[config.mk]
export PLATFORM = sky130hd
export DESIGN_NAME = unsigned_mult_core
export DESIGN_NICKNAME = d
export VERILOG_FILES = /design/src/rtl/mult_pkg.sv /design/src/rtl/mult_datapath.sv /design/src/rtl/unsigned_mult_core.sv
export SDC_FILE = /design/constraint.sdc
export NUM_CORES = 1
export LEC_CHECK = 0
export ABC_CLOCK_PERIOD_IN_PS = 4600
export BUFFER_PORTS_ARGS = -buffer_cell sky130_fd_sc_hd__buf_2
export CAP_MARGIN = 30
export CORE_UTILIZATION = 60
export CTS_CLUSTER_DIAMETER = 100
export DETAILED_ROUTE_END_ITERATION = 12
export PLACE_DENSITY = 0.87
export SYNTH_ARGS = -nofsm -noshare
export SYNTH_HDL_FRONTEND = slang
export SYNTH_SLANG_ARGS = --single-unit
[constraint.sdc]
create_clock -name clk -period 4.6 [get_ports clk]
set_input_delay 0.69 -clock clk [delete_from_list [all_inputs] [get_ports clk]]
set_output_delay 0.69 -clock clk [all_outputs]
set_load 0.01 [all_outputs]
[src/rtl/mult_pkg.sv]
// Shared definitions for the shift-add multiplier: FSM encoding and default sizing.
// No logic of its own; no latency or backpressure.
package mult_pkg;
    localparam int DEF_WIDTH = 12;
    localparam int DEF_CNT_W = $clog2(DEF_WIDTH);

    typedef enum logic [1:0] {
        ST_IDLE = 2'b00,
        ST_BUSY = 2'b01,
        ST_DONE = 2'b10
    } state_e;
endpackage

[src/rtl/mult_datapath.sv]
// Multiplicand/multiplier/accumulator registers and adder; one partial product per step.
// Latency is set by the controller; no backpressure, load and step are obeyed every cycle.
module mult_datapath #(
    parameter int WIDTH = 12
) (
    input  logic               clk,
    input  logic               reset,
    input  logic               load,
    input  logic               step,
    input  logic [WIDTH-1:0]   x_in,
    input  logic [WIDTH-1:0]   y_in,
    output logic [2*WIDTH-1:0] acc_nxt
);
    logic [2*WIDTH-1:0] mcand_q, mcand_d;
    logic [WIDTH-1:0]   mplier_q, mplier_d;
    logic [2*WIDTH-1:0] acc_q, acc_d;
    logic [2*WIDTH-1:0] addend;

    // acc_nxt is exposed so the controller can capture the final sum on the last step
    assign addend  = mplier_q[0] ? mcand_q : '0;
    assign acc_nxt = acc_q + addend;

    always_comb begin
        mcand_d  = mcand_q;
        mplier_d = mplier_q;
        acc_d    = acc_q;
        if (load) begin
            mcand_d  = {{WIDTH{1'b0}}, x_in};
            mplier_d = y_in;
            acc_d    = '0;
        end else if (step) begin
            mcand_d  = mcand_q << 1;
            mplier_d = mplier_q >> 1;
            acc_d    = acc_nxt;
        end
    end

    always_ff @(posedge clk) begin
        if (!reset) begin
            mcand_q  <= '0;
            mplier_q <= '0;
            acc_q    <= '0;
        end else begin
            mcand_q  <= mcand_d;
            mplier_q <= mplier_d;
            acc_q    <= acc_d;
        end
    end
endmodule

[src/rtl/unsigned_mult_core.sv]
// Iterative radix-2 unsigned multiplier; WIDTH-cycle latency (1 cycle for zero operands with MULT_ZERO_BYPASS_EN).
// No backpressure: start is only taken in IDLE/DONE and ignored while busy.
module unsigned_mult_core
    import mult_pkg::*;
#(
    parameter int WIDTH = DEF_WIDTH
) (
    input  logic               clk,
    input  logic               reset,
    input  logic [WIDTH-1:0]   x_parallel,
    input  logic [WIDTH-1:0]   y_parallel,
    input  logic               start,
    output logic [2*WIDTH-1:0] z_parallel,
    output logic               sz,
    output logic               busy
);
    localparam int CNT_W = (WIDTH == DEF_WIDTH) ? DEF_CNT_W : $clog2(WIDTH);

    state_e             state_q, state_d;
    logic [CNT_W-1:0]   cnt_q, cnt_d;
    logic [2*WIDTH-1:0] z_q, z_d;
    logic               sz_q, sz_d;
    logic               busy_q, busy_d;
    logic               load, step;
    logic [2*WIDTH-1:0] acc_nxt;
    logic               skip_busy;

`ifdef MULT_ZERO_BYPASS_EN
    assign skip_busy = (x_parallel == '0) || (y_parallel == '0);
`else
    assign skip_busy = 1'b0;
`endif

    mult_datapath #(.WIDTH(WIDTH)) u_datapath (
        .clk     (clk),
        .reset   (reset),
        .load    (load),
        .step    (step),
        .x_in    (x_parallel),
        .y_in    (y_parallel),
        .acc_nxt (acc_nxt)
    );

    always_comb begin
        state_d = state_q;
        cnt_d   = cnt_q;
        z_d     = z_q;
        sz_d    = sz_q;
        busy_d  = busy_q;
        load    = 1'b0;
        step    = 1'b0;
        case (state_q)
            ST_IDLE, ST_DONE: begin
                if (start) begin
                    load  = 1'b1;
                    cnt_d = '0;
                    z_d   = '0;
                    sz_d  = 1'b0;
                    // a zero-operand bypass parks in DONE with sz low for one cycle
                    if (skip_busy) begin
                        state_d = ST_DONE;
                        busy_d  = 1'b0;
                    end else begin
                        state_d = ST_BUSY;
                        busy_d  = 1'b1;
                    end
                end else begin
                    sz_d = (state_q == ST_DONE);
                end
            end
            ST_BUSY: begin
                step  = 1'b1;
                cnt_d = cnt_q + CNT_W'(1);
                if (cnt_q == CNT_W'(WIDTH - 1)) begin
                    z_d     = acc_nxt;
                    state_d = ST_DONE;
                    sz_d    = 1'b1;
                    busy_d  = 1'b0;
                end
            end
            default: begin
                state_d = ST_IDLE;
                sz_d    = 1'b0;
                busy_d  = 1'b0;
            end
        endcase
    end

    always_ff @(posedge clk) begin
        if (!reset) begin
            state_q <= ST_IDLE;
            cnt_q   <= '0;
            z_q     <= '0;
            sz_q    <= 1'b0;
            busy_q  <= 1'b0;
        end else begin
            state_q <= state_d;
            cnt_q   <= cnt_d;
            z_q     <= z_d;
            sz_q    <= sz_d;
            busy_q  <= busy_d;
        end
    end

    assign z_parallel = z_q;
    assign sz         = sz_q;
    assign busy       = busy_q;
endmodule

## Word-level counts from Yosys, hierarchy flattened

Index checks and enable logic that the tools add are counted.

- Output and inout port bits: 26
- Bits of input ports: 27
- Register bits after elaboration: 92

- Mux-type cells: 22
- Reduce and logical (&&, ||, !) cells: 8
- Equality and inequality tests: 5
- $add $sub $neg: 2
- Bitwise logic cells: 1

Operators by type and width:

| kind | number |
|---|---|
| 24-bit two-way mux | 3 |
| 12-bit two-way mux | 4 |
| 24-bit case mux with 2 select lines | 1 |
| 24-bit adder | 1 |
| 4-bit case mux with 2 select lines | 1 |
| 1-bit two-way mux | 7 |
| 4-bit by 1-bit adder with 4-bit output (second input constant) | 1 |
| 4-bit equality test (second input constant) | 1 |
| 2-bit two-way mux | 2 |
| 4-bit two-way mux | 1 |
| 2-bit inequality test (second input constant) | 2 |
| 1-bit case mux with 2 select lines | 2 |
| 2-bit case mux with 2 select lines | 1 |
| 2-bit AND reduction | 2 |
| 2-bit nonzero test | 2 |
| 2-bit OR reduction | 2 |
| 3-bit AND reduction | 1 |
| 2-bit by 1-bit equality test with 1-bit output (second input constant) | 1 |
| 2-bit equality test (second input constant) | 1 |
| 2-bit zero test | 1 |
| 1-bit NOT | 1 |

## Logic depth before layout (Yosys ltp)

Gate-level depths: netlist (run 1).

- Depth after elaboration: 4
- Mapped depth: 11
- Mapped depth without buffers: 10

## Modules after synthesis

A second synthesis (run 1) with hierarchy kept.

- Cells, all modules: 603
- Area, all modules: 5355.1 um^2

Modules (own cells, without submodules):

| module | area an instance (um^2) | cells an instance | instances |
|---|---|---|---|
| mult_datapath | 3941.3 | 456 | 1 |
| unsigned_mult_core | 1413.9 | 147 | 1 |

## Worst setup path after synthesis (run 1)

No wires, ideal clock.

- Path kind: flip-flop to flip-flop
- From: reg u_datapath.mplier_q[0]
- To: reg z_q[20], in the netlist z_parallel[20]
- Slack: 1.938 ns
- Data arrival time: 2.545 ns
- Cell stages (with the launch flop): 12
- Cells stage by stage: dfxtp_1 > clkbuf_1 > and2_1 > ha_1 > fa_1 > a21oi_1 > o21ai_0 > o21a_1 > and3_1 > or3_1 > and2_0 > a22o_1

- Cells in the longest elaborated chain, start to end: 4

RTL lines:

| what | RTL line | source |
|---|---|---|
| start: declaration | mult_datapath.sv:15 | `logic [WIDTH-1:0] mplier_q, mplier_d;` |
| start signal: assignment | mult_datapath.sv:45 | `mplier_q <= mplier_d;` |
| 24-bit two-way mux | mult_datapath.sv:20 | `assign addend = mplier_q[0] ? mcand_q : '0;` |
| 24-bit adder | mult_datapath.sv:21 | `assign acc_nxt = acc_q + addend;` |
| 24-bit two-way mux | unsigned_mult_core.sv:74 | `if (cnt_q == CNT_W'(WIDTH - 1)) begin` |
| 24-bit case mux with 2 select lines | unsigned_mult_core.sv:52 | `case (state_q)` |
| end signal: assignment | unsigned_mult_core.sv:99 | `z_q <= z_d;` |
| end: declaration | unsigned_mult_core.sv:21 | `logic [2*WIDTH-1:0] z_q, z_d;` |

No other way between the ends. The select of a mux whose other input is x is not followed.
A chain may end at the register's enable or synchronous reset.

## Worst setup path in the final report (run 1)

Same ends and word-level chain as after synthesis.

==> results of run 1 <==
cell type report:
type | instances | area [sq um]
repair buffers | 59 | 313
clock buffers | 9 | 124
multi-input cells | 477 | 2860
fillers | 668 | 2460
flip-flops and latches | 92 | 1840
clock inverters | 7 | 67.6
inverters | 5 | 18.8
well taps | 102 | 128
cell families after synthesis:
| kind of cell | Yosys count | synth area share |
|---|---|---|
| compound gates | 159 | 0.217 |
| flops | 92 | 0.376 |
| buf+inv | 47 | 0.0427 |
| xor+xnor | 22 | 0.0393 |
| fa+ha+maj | 25 | 0.0654 |
| simple gates | 271 | 0.260 |
power breakdown:
| group | switching (mW) | internal (mW) | leakage, nW |
|---|---|---|---|
| sequential | 0.0197 | 0.821 | 0.747 |
| combinational | 0.0999 | 0.0547 | 1.47 |
| clock | 0.317 | 0.210 | 0.0940 |
| total | 0.437 | 1.09 | 2.31 |
synth_stat cells, drive strengths merged, types with 2 or more instances:
library cell,n
o211ai,8
nand3,40
a21oi,49
nor2,32
or3,2
xnor2,12
and2,39
a31oi,3
nand4,8
nand2b,4
xor2,10
inv,5
o211a,14
clkbuf,25
o21a,4
a21boi,4
nand2,123
nor2b,6
o21ai,43
nor3,2
a21o,6
or4,3
and3,6
a22o,4
a221oi,2
a22oi,2
buf,17
ha,24
dfxtp,92
o221ai,10
state kept, by name (all words and copies together) (netlist names):
signal	count
sz	1
u_datapath.mcand_q	24
u_datapath.mplier_q	12
cnt_q	4
u_datapath.acc_q	24
state_q	2
z_parallel	24
busy	1
worst max-delay path: stages (launching register included):
cell     delay [ns]
dfxtp_1        0.49
and2_1         0.23
ha_1           0.20
fa_1           0.43
a21oi_1        0.18
o21ai_0        0.19
o21a_1         0.28
and3_1         0.20
or3_1          0.32
and2_0         0.16
a22o_1         0.21
metrics by stage:
step	setup slack [ns]	total power [mW]	hold slack (ns)	std cells	util
floorplan	1.94	0.969	0.434	616	-
global route	1.39	1.58	0.476	751	0.685
CTS	1.62	1.53	0.461	751	0.685
detailed placement	1.66	1.01	0.440	735	0.661
global placement	1.72	1.01	0.430	735	0.661
finish	1.60	1.52	0.454	751	0.685
worst paths after layout:
kind	cells past startpoint	endpoint	slack, ns	start
worst max-delay path	10	z_parallel[20]	1.60	u_datapath.mplier_q[0]
worst min register to register	2	z_parallel[19]	0.45	z_parallel[19]
worst min-delay path	2	z_parallel[19]	0.45	z_parallel[19]
worst max register to register	10	z_parallel[20]	1.60	u_datapath.mplier_q[0]
per-layer routing:
metal / GRT usage / wire, um / up-vias
li1: - / - / 2212
met1: 0.371 / 5220 / 2049
met2: 0.451 / 5200 / 144
met3: 0.0493 / 723 / 14
met4: 0.0690 / 114 / 0
met5: 0 / 0 / -
==> impl_metrics.py, run 1 <==
metrics = {
    "logic_synthesis": {
        "synth_top_area_share": 0.376,
        "syn-num-nets": 668,
        "ys.flop_type": "dfxtp_1",
        "syn_inst": 616,
        "syn-mean-instance-area_sq_um": 7.95,
        "yosys.area.top_type": "dfxtp_1",
        "synth_area_leaders": "dfxtp_1 38%, nand2_1 9.4%, ha_1 6.1%",
        "async_reset_ff_frac": 0,
        "ys_warn_count": 0,
        "yosysSeqAreaShare": 0.376,
        "netlist_area_sq_um": 4900,
        "synthDistinctLibCells": 56,
        "synth_edf_count": 0,
        "ys_seq_elements": 92,
    },
    "cells_and_area": {
        "nets": 696,
        "syn2layout_area_growth_pct": 9.22,
        "final_area_sq_um": 5350,
        "mostFrequentLayoutCell": "nand2_1",
        "diodes": 0,
        "final_cell_mix": "123 x nand2_1, 92 x dfxtp_1, 52 x buf_2",
        "drive_gt1_frac": 0.131,
    },
    "pwr": {
        "p_per_area_nw_per_um2": 285,
        "vdd_drop_max_mv": 0.237,
        "p_leak_nw": 2.31,
    },
    "critical_path": {
        "path_class": "flop to flop",
        "crit_arrival_ns": 3.26,
        "end_kind": "flop",
        "startpoint_type": "flop",
        "critPathRequiredTime_ns": 4.86,
        "cp_max_fo": 25,
    },
    "floorplanning": {
        "die_width_um": 92.3,
        "fp-row-count": 32,
        "initial_core_util": 0.627,
        "io_pins": 53,
        "dieArea_sq_um": 8530,
        "die_y_um": 92.3,
        "design.core.area_sq_um": 7810,
    },
    "sta": {
        "fin_crit_sh": 0.651,
        "hold_viol_final": 0,
        "setup_tns_ns": 0,
        "finalSetupViolCount": 0,
        "rsz0062_at_grt": "false",
        "worst_pin_slew_ns": 0.780,
        "finalClockSkew_ns": 0.0144,
        "drv_slew": 0,
        "finalCriticalPeriod_ns": 3.00,
        "max_freq_mhz": 334,
        "slew_headroom": 0.480,
    },
    "clock_network": {
        "ctsLongestPathBuffers": 2,
        "cts_htree_levels": 3,
        "clkTransAtPathRegs_ns": 0.10,
        "clock_sink_count": 92,
        "cts_root_buffer": "clkbuf_8",
        "cts_resized": 0,
        "cts_tree": "yes",
        "cts_hold_buf": 0,
        "numCtsBuffers": 9,
        "post_cts_buffers": 0,
        "clk_latency_ns": 0.37,
    },
    "route": {
        "vias": 4419,
        "drc": 0,
        "ant_nets": 0,
        "firstDrtPassIters": 7,
        "viasPerCell": 5.88,
        "wirelength_um": 11200,
        "routedWlPerCell_um": 15.0,
        "drt-initial-drc-count": 342,
    },
    "global_route": {
        "grt_pass1_vias": 4035,
        "grt_use_total": 0.274,
        "antenna_found_initial": 0,
        "overflow": 0,
        "grt_pass1_wl_um": 18800,
        "grt_max_degree": 58,
    },
    "placed_design": {
        "port_buffers": 52,
        "gp_congestion": 0.958,
        "dpl_cell_area_sq_um": 5160,
        "dp_hpwl_um": 8260,
    },
    "flow_run": {
        "max_cap_violations": 0,
    },
    "min_path": {
        "worstHoldPathType": "flop to flop",
    },
    "run_status": {
        "status": "finished, final reports clean",
    },
}
No activity file was read; power rests on OpenSTA's default activity.
==> run 2: changes to the inputs <==
--- a/config.mk
+++ b/config.mk
@@ -5,13 +5,14 @@
 export SDC_FILE = /design/constraint.sdc
 export NUM_CORES = 1
 export LEC_CHECK = 0
-export ABC_CLOCK_PERIOD_IN_PS = 4600
+export ABC_AREA = 1
+export ABC_CLOCK_PERIOD_IN_PS = 2900
 export BUFFER_PORTS_ARGS = -buffer_cell sky130_fd_sc_hd__buf_2
 export CAP_MARGIN = 30
-export CORE_UTILIZATION = 60
+export CORE_UTILIZATION = 59
 export CTS_CLUSTER_DIAMETER = 100
 export DETAILED_ROUTE_END_ITERATION = 12
-export PLACE_DENSITY = 0.87
+export PLACE_DENSITY = 0.86
 export SYNTH_ARGS = -nofsm -noshare
 export SYNTH_HDL_FRONTEND = slang
 export SYNTH_SLANG_ARGS = --single-unit
==> constraint.sdc (replaced) <==
create_clock -name clk -period 2.9 [get_ports clk]
set_input_delay 0.435 -clock clk [delete_from_list [all_inputs] [get_ports clk]]
set_output_delay 0.435 -clock clk [all_outputs]
set_load 0.01 [all_outputs]
==> impl_metrics.py, run 2 <==
metrics = {
    "run_status": {
        "status": "finished, final reports clean",
    },
    "clock_network": {
        "cts_tree": "yes",
        "numCtsBuffers": 9,
        "ctsLongestPathBuffers": 2,
        "post_cts_buffers": 0,
        "clk_latency_ns": 0.37,
        "cts_hold_buf": 0,
        "cts_root_buffer": "clkbuf_8",
        "cts_resized": 0,
        "clock_sink_count": 92,
        "clkTransAtPathRegs_ns": 0.10,
        "cts_htree_levels": 3,
    },
    "logic_synthesis": {
        "synth_top_area_share": 0.359,
        "syn-mean-instance-area_sq_um": 6.47,
        "ys.flop_type": "dfxtp_1",
        "netlist_area_sq_um": 5130,
        "yosysMostFrequentCell": "nand2_1",
        "ys_seq_elements": 92,
        "synthDistinctLibCells": 30,
        "syn-num-nets": 845,
        "syn_inst": 793,
        "async_reset_ff_frac": 0,
        "synth_top_cells_by_count": "252 x nand2_1, 115 x inv_1, 92 x dfxtp_1, 88 x a21oi_1, 57 x o21ai_0",
        "ys_warn_count": 0,
        "synth_edf_count": 0,
        "yosysSeqAreaShare": 0.359,
        "yosys.area.top_type": "dfxtp_1",
        "synth_area_leaders": "dfxtp_1 36%, nand2_1 18%, a21oi_1 8.6%",
    },
    "floorplanning": {
        "die_width_um": 95.3,
        "initial_core_util": 0.619,
        "dieArea_sq_um": 9080,
        "design.core.area_sq_um": 8300,
        "fp-row-count": 33,
        "io_pins": 53,
        "die_y_um": 95.3,
    },
    "critical_path": {
        "crit_end": "u_datapath.acc_q[16]",
        "reg2reg_depth": 14,
        "cp_max_fo": 13,
        "crit_arrival_ns": 2.67,
        "slowest_stage": "fa_1",
        "r2r_slack_ns": 0.54,
        "max_stage_delay_ns": 0.46,
        "r2r_start": "u_datapath.mplier_q[0]",
        "cp_top_family": "simple AND/OR/NAND/NOR gates",
        "path_depth": 14,
        "critPathRequiredTime_ns": 3.21,
        "startpoint_type": "flop",
        "end_kind": "flop",
        "r2r-end": "u_datapath.acc_q[16]",
        "crit_top_cell": "nand2_1",
        "path_class": "flop to flop",
        "cp.buffers_inverters": 1,
        "startpoint": "u_datapath.mplier_q[0]",
        "cp_cell_sequence": "nand2_1 -> inv_1 -> ha_1 -> fa_1 -> nand2_1 -> nand2_1 -> and2_4 -> nand2_1 -> nand2_1 -> nand2_1 -> nand2_1 -> nand2_1 -> nand3_1 -> a21oi_1",
    },
    "min_path": {
        "worstHoldPathType": "input pin to flop",
    },
    "route": {
        "firstDrtPassIters": 5,
        "wirelength_um": 13500,
        "drt-initial-drc-count": 353,
        "viasPerCell": 5.51,
        "ant_nets": 0,
        "drc": 0,
        "vias": 5186,
        "routedWlPerCell_um": 14.3,
    },
    "sta": {
        "drv_slew": 0,
        "fin_ws_ns": 0.538,
        "finalSetupViolCount": 0,
        "worst_pin_slew_ns": 0.666,
        "slew_headroom": 0.554,
        "max_freq_mhz": 423,
        "hold_viol_final": 0,
        "fin_crit_sh": 0.814,
        "finalClockSkew_ns": 0.0126,
        "finalCriticalPeriod_ns": 2.36,
        "setup_tns_ns": 0,
        "rsz0062_at_grt": "false",
    },
    "global_route": {
        "grt_use_total": 0.315,
        "overflow": 0,
        "antenna_found_initial": 0,
        "grt_pass1_vias": 4815,
        "grt_pass1_wl_um": 22200,
        "grt_max_degree": 49,
    },
    "placed_design": {
        "gp_congestion": 0.956,
        "port_buffers": 52,
        "dp_hpwl_um": 9680,
        "dp_worst_setup_slack_ns": 0.553,
    },
    "cells_and_area": {
        "syn2layout_area_growth_pct": 11.0,
        "mostFrequentLayoutCell": "nand2_1",
        "nets": 884,
        "diodes": 0,
        "final_cell_mix": "252 x nand2_1, 115 x inv_1, 92 x dfxtp_1",
        "utilization": 0.687,
        "num-fill-cells": 719,
        "drive_gt1_frac": 0.105,
    },
    "flow_run": {
        "max_cap_violations": 0,
    },
    "pwr": {
        "p_leak_nw": 2.91,
        "p_per_area_nw_per_um2": 492,
        "vdd_drop_max_mv": 0.342,
    },
}
==> run 2: cell types whose count changed in the layout (fill, tap and decap cells not counted), sizes merged, moves of 7 or more <==
cell,change
o21ai,+15
o221ai,-10
o211a,-14
a221oi,+7
nor2,+15
a21oi,+40
xnor2,-12
inv,+109
and2,-38
nand2,+133
==> run 2: power by group <==
| part | internal, mW | switching, mW | leakage [nW] |
|---|---|---|---|
| clock network | 0.605 | 0.495 | 0.127 |
| logic | 0.107 | 0.224 | 2.03 |
| registers | 1.33 | 0.0411 | 0.752 |
==> run 2: cell families (layout without fill, tap and decap cells) <==
| logic type | after synthesis | count (layout) | synth area share |
|---|---|---|---|
| buf+inv | 149 | 193 | 0.114 |
| fa+ha+maj | 25 | 25 | 0.0624 |
| flops | 92 | 92 | 0.359 |
| compound gates | 166 | 166 | 0.174 |
| xor+xnor | 4 | 4 | 0.00682 |
| simple gates | 357 | 357 | 0.284 |
==> run 2: per-layer routing <==
metal  share of wire  global-route usage  vias to the layer above
met5               0                   0                        -
li1                -                   -                     2612
met4           0.029               0.139                        0
met2            0.47               0.524                      180
met1            0.45               0.409                     2354
met3           0.052              0.0367                       40
==> run 2: final cells by class <==
cell class / instances / area [sq um] / area share
clock buffer: 10 / 138 / 0.0242
tap: 105 / 131 / 0.0231
timing repair buffer: 60 / 320 / 0.0562
multi-input combinational: 552 / 2710 / 0.476
inverter: 117 / 439 / 0.0771
sequential: 92 / 1840 / 0.323
clock inverter: 6 / 116 / 0.0204
==> run 2: tightest hold or removal path, delay by kind of cell <==
kind | cells | cell delay, ns
buffers and inverters | 1 | 0.10
AO/OA/AOI/OAI | 1 | 0.05
AND/OR/NAND/NOR | 1 | 0.05
==> run 2: worst min-delay path by stage <==
stage / startpoint / endpoint / slack [ns] / cells after the start
floorplan: u_datapath.mplier_q[3] / u_datapath.mplier_q[2] / 0.44 / 2
global placement: busy / busy / 0.45 / 2
detailed placement: u_datapath.mplier_q[5] / u_datapath.mplier_q[4] / 0.45 / 2
CTS: y_parallel[9] / u_datapath.mplier_q[9] / 0.30 / 3
global route: y_parallel[9] / u_datapath.mplier_q[9] / 0.32 / 3
finish: y_parallel[9] / u_datapath.mplier_q[9] / 0.31 / 3
==> run 2: stage by stage <==
step	instance area [sq um]	cells	power [mW]	hold slack, ns
after floorplan	5130	793	1.62	0.436
after global placement	5440	926	1.72	0.446
after CTS	5700	942	2.81	0.304
after global routing	5700	942	2.91	0.318
final	5700	942	2.81	0.309
after detailed placement	5440	926	1.73	0.453
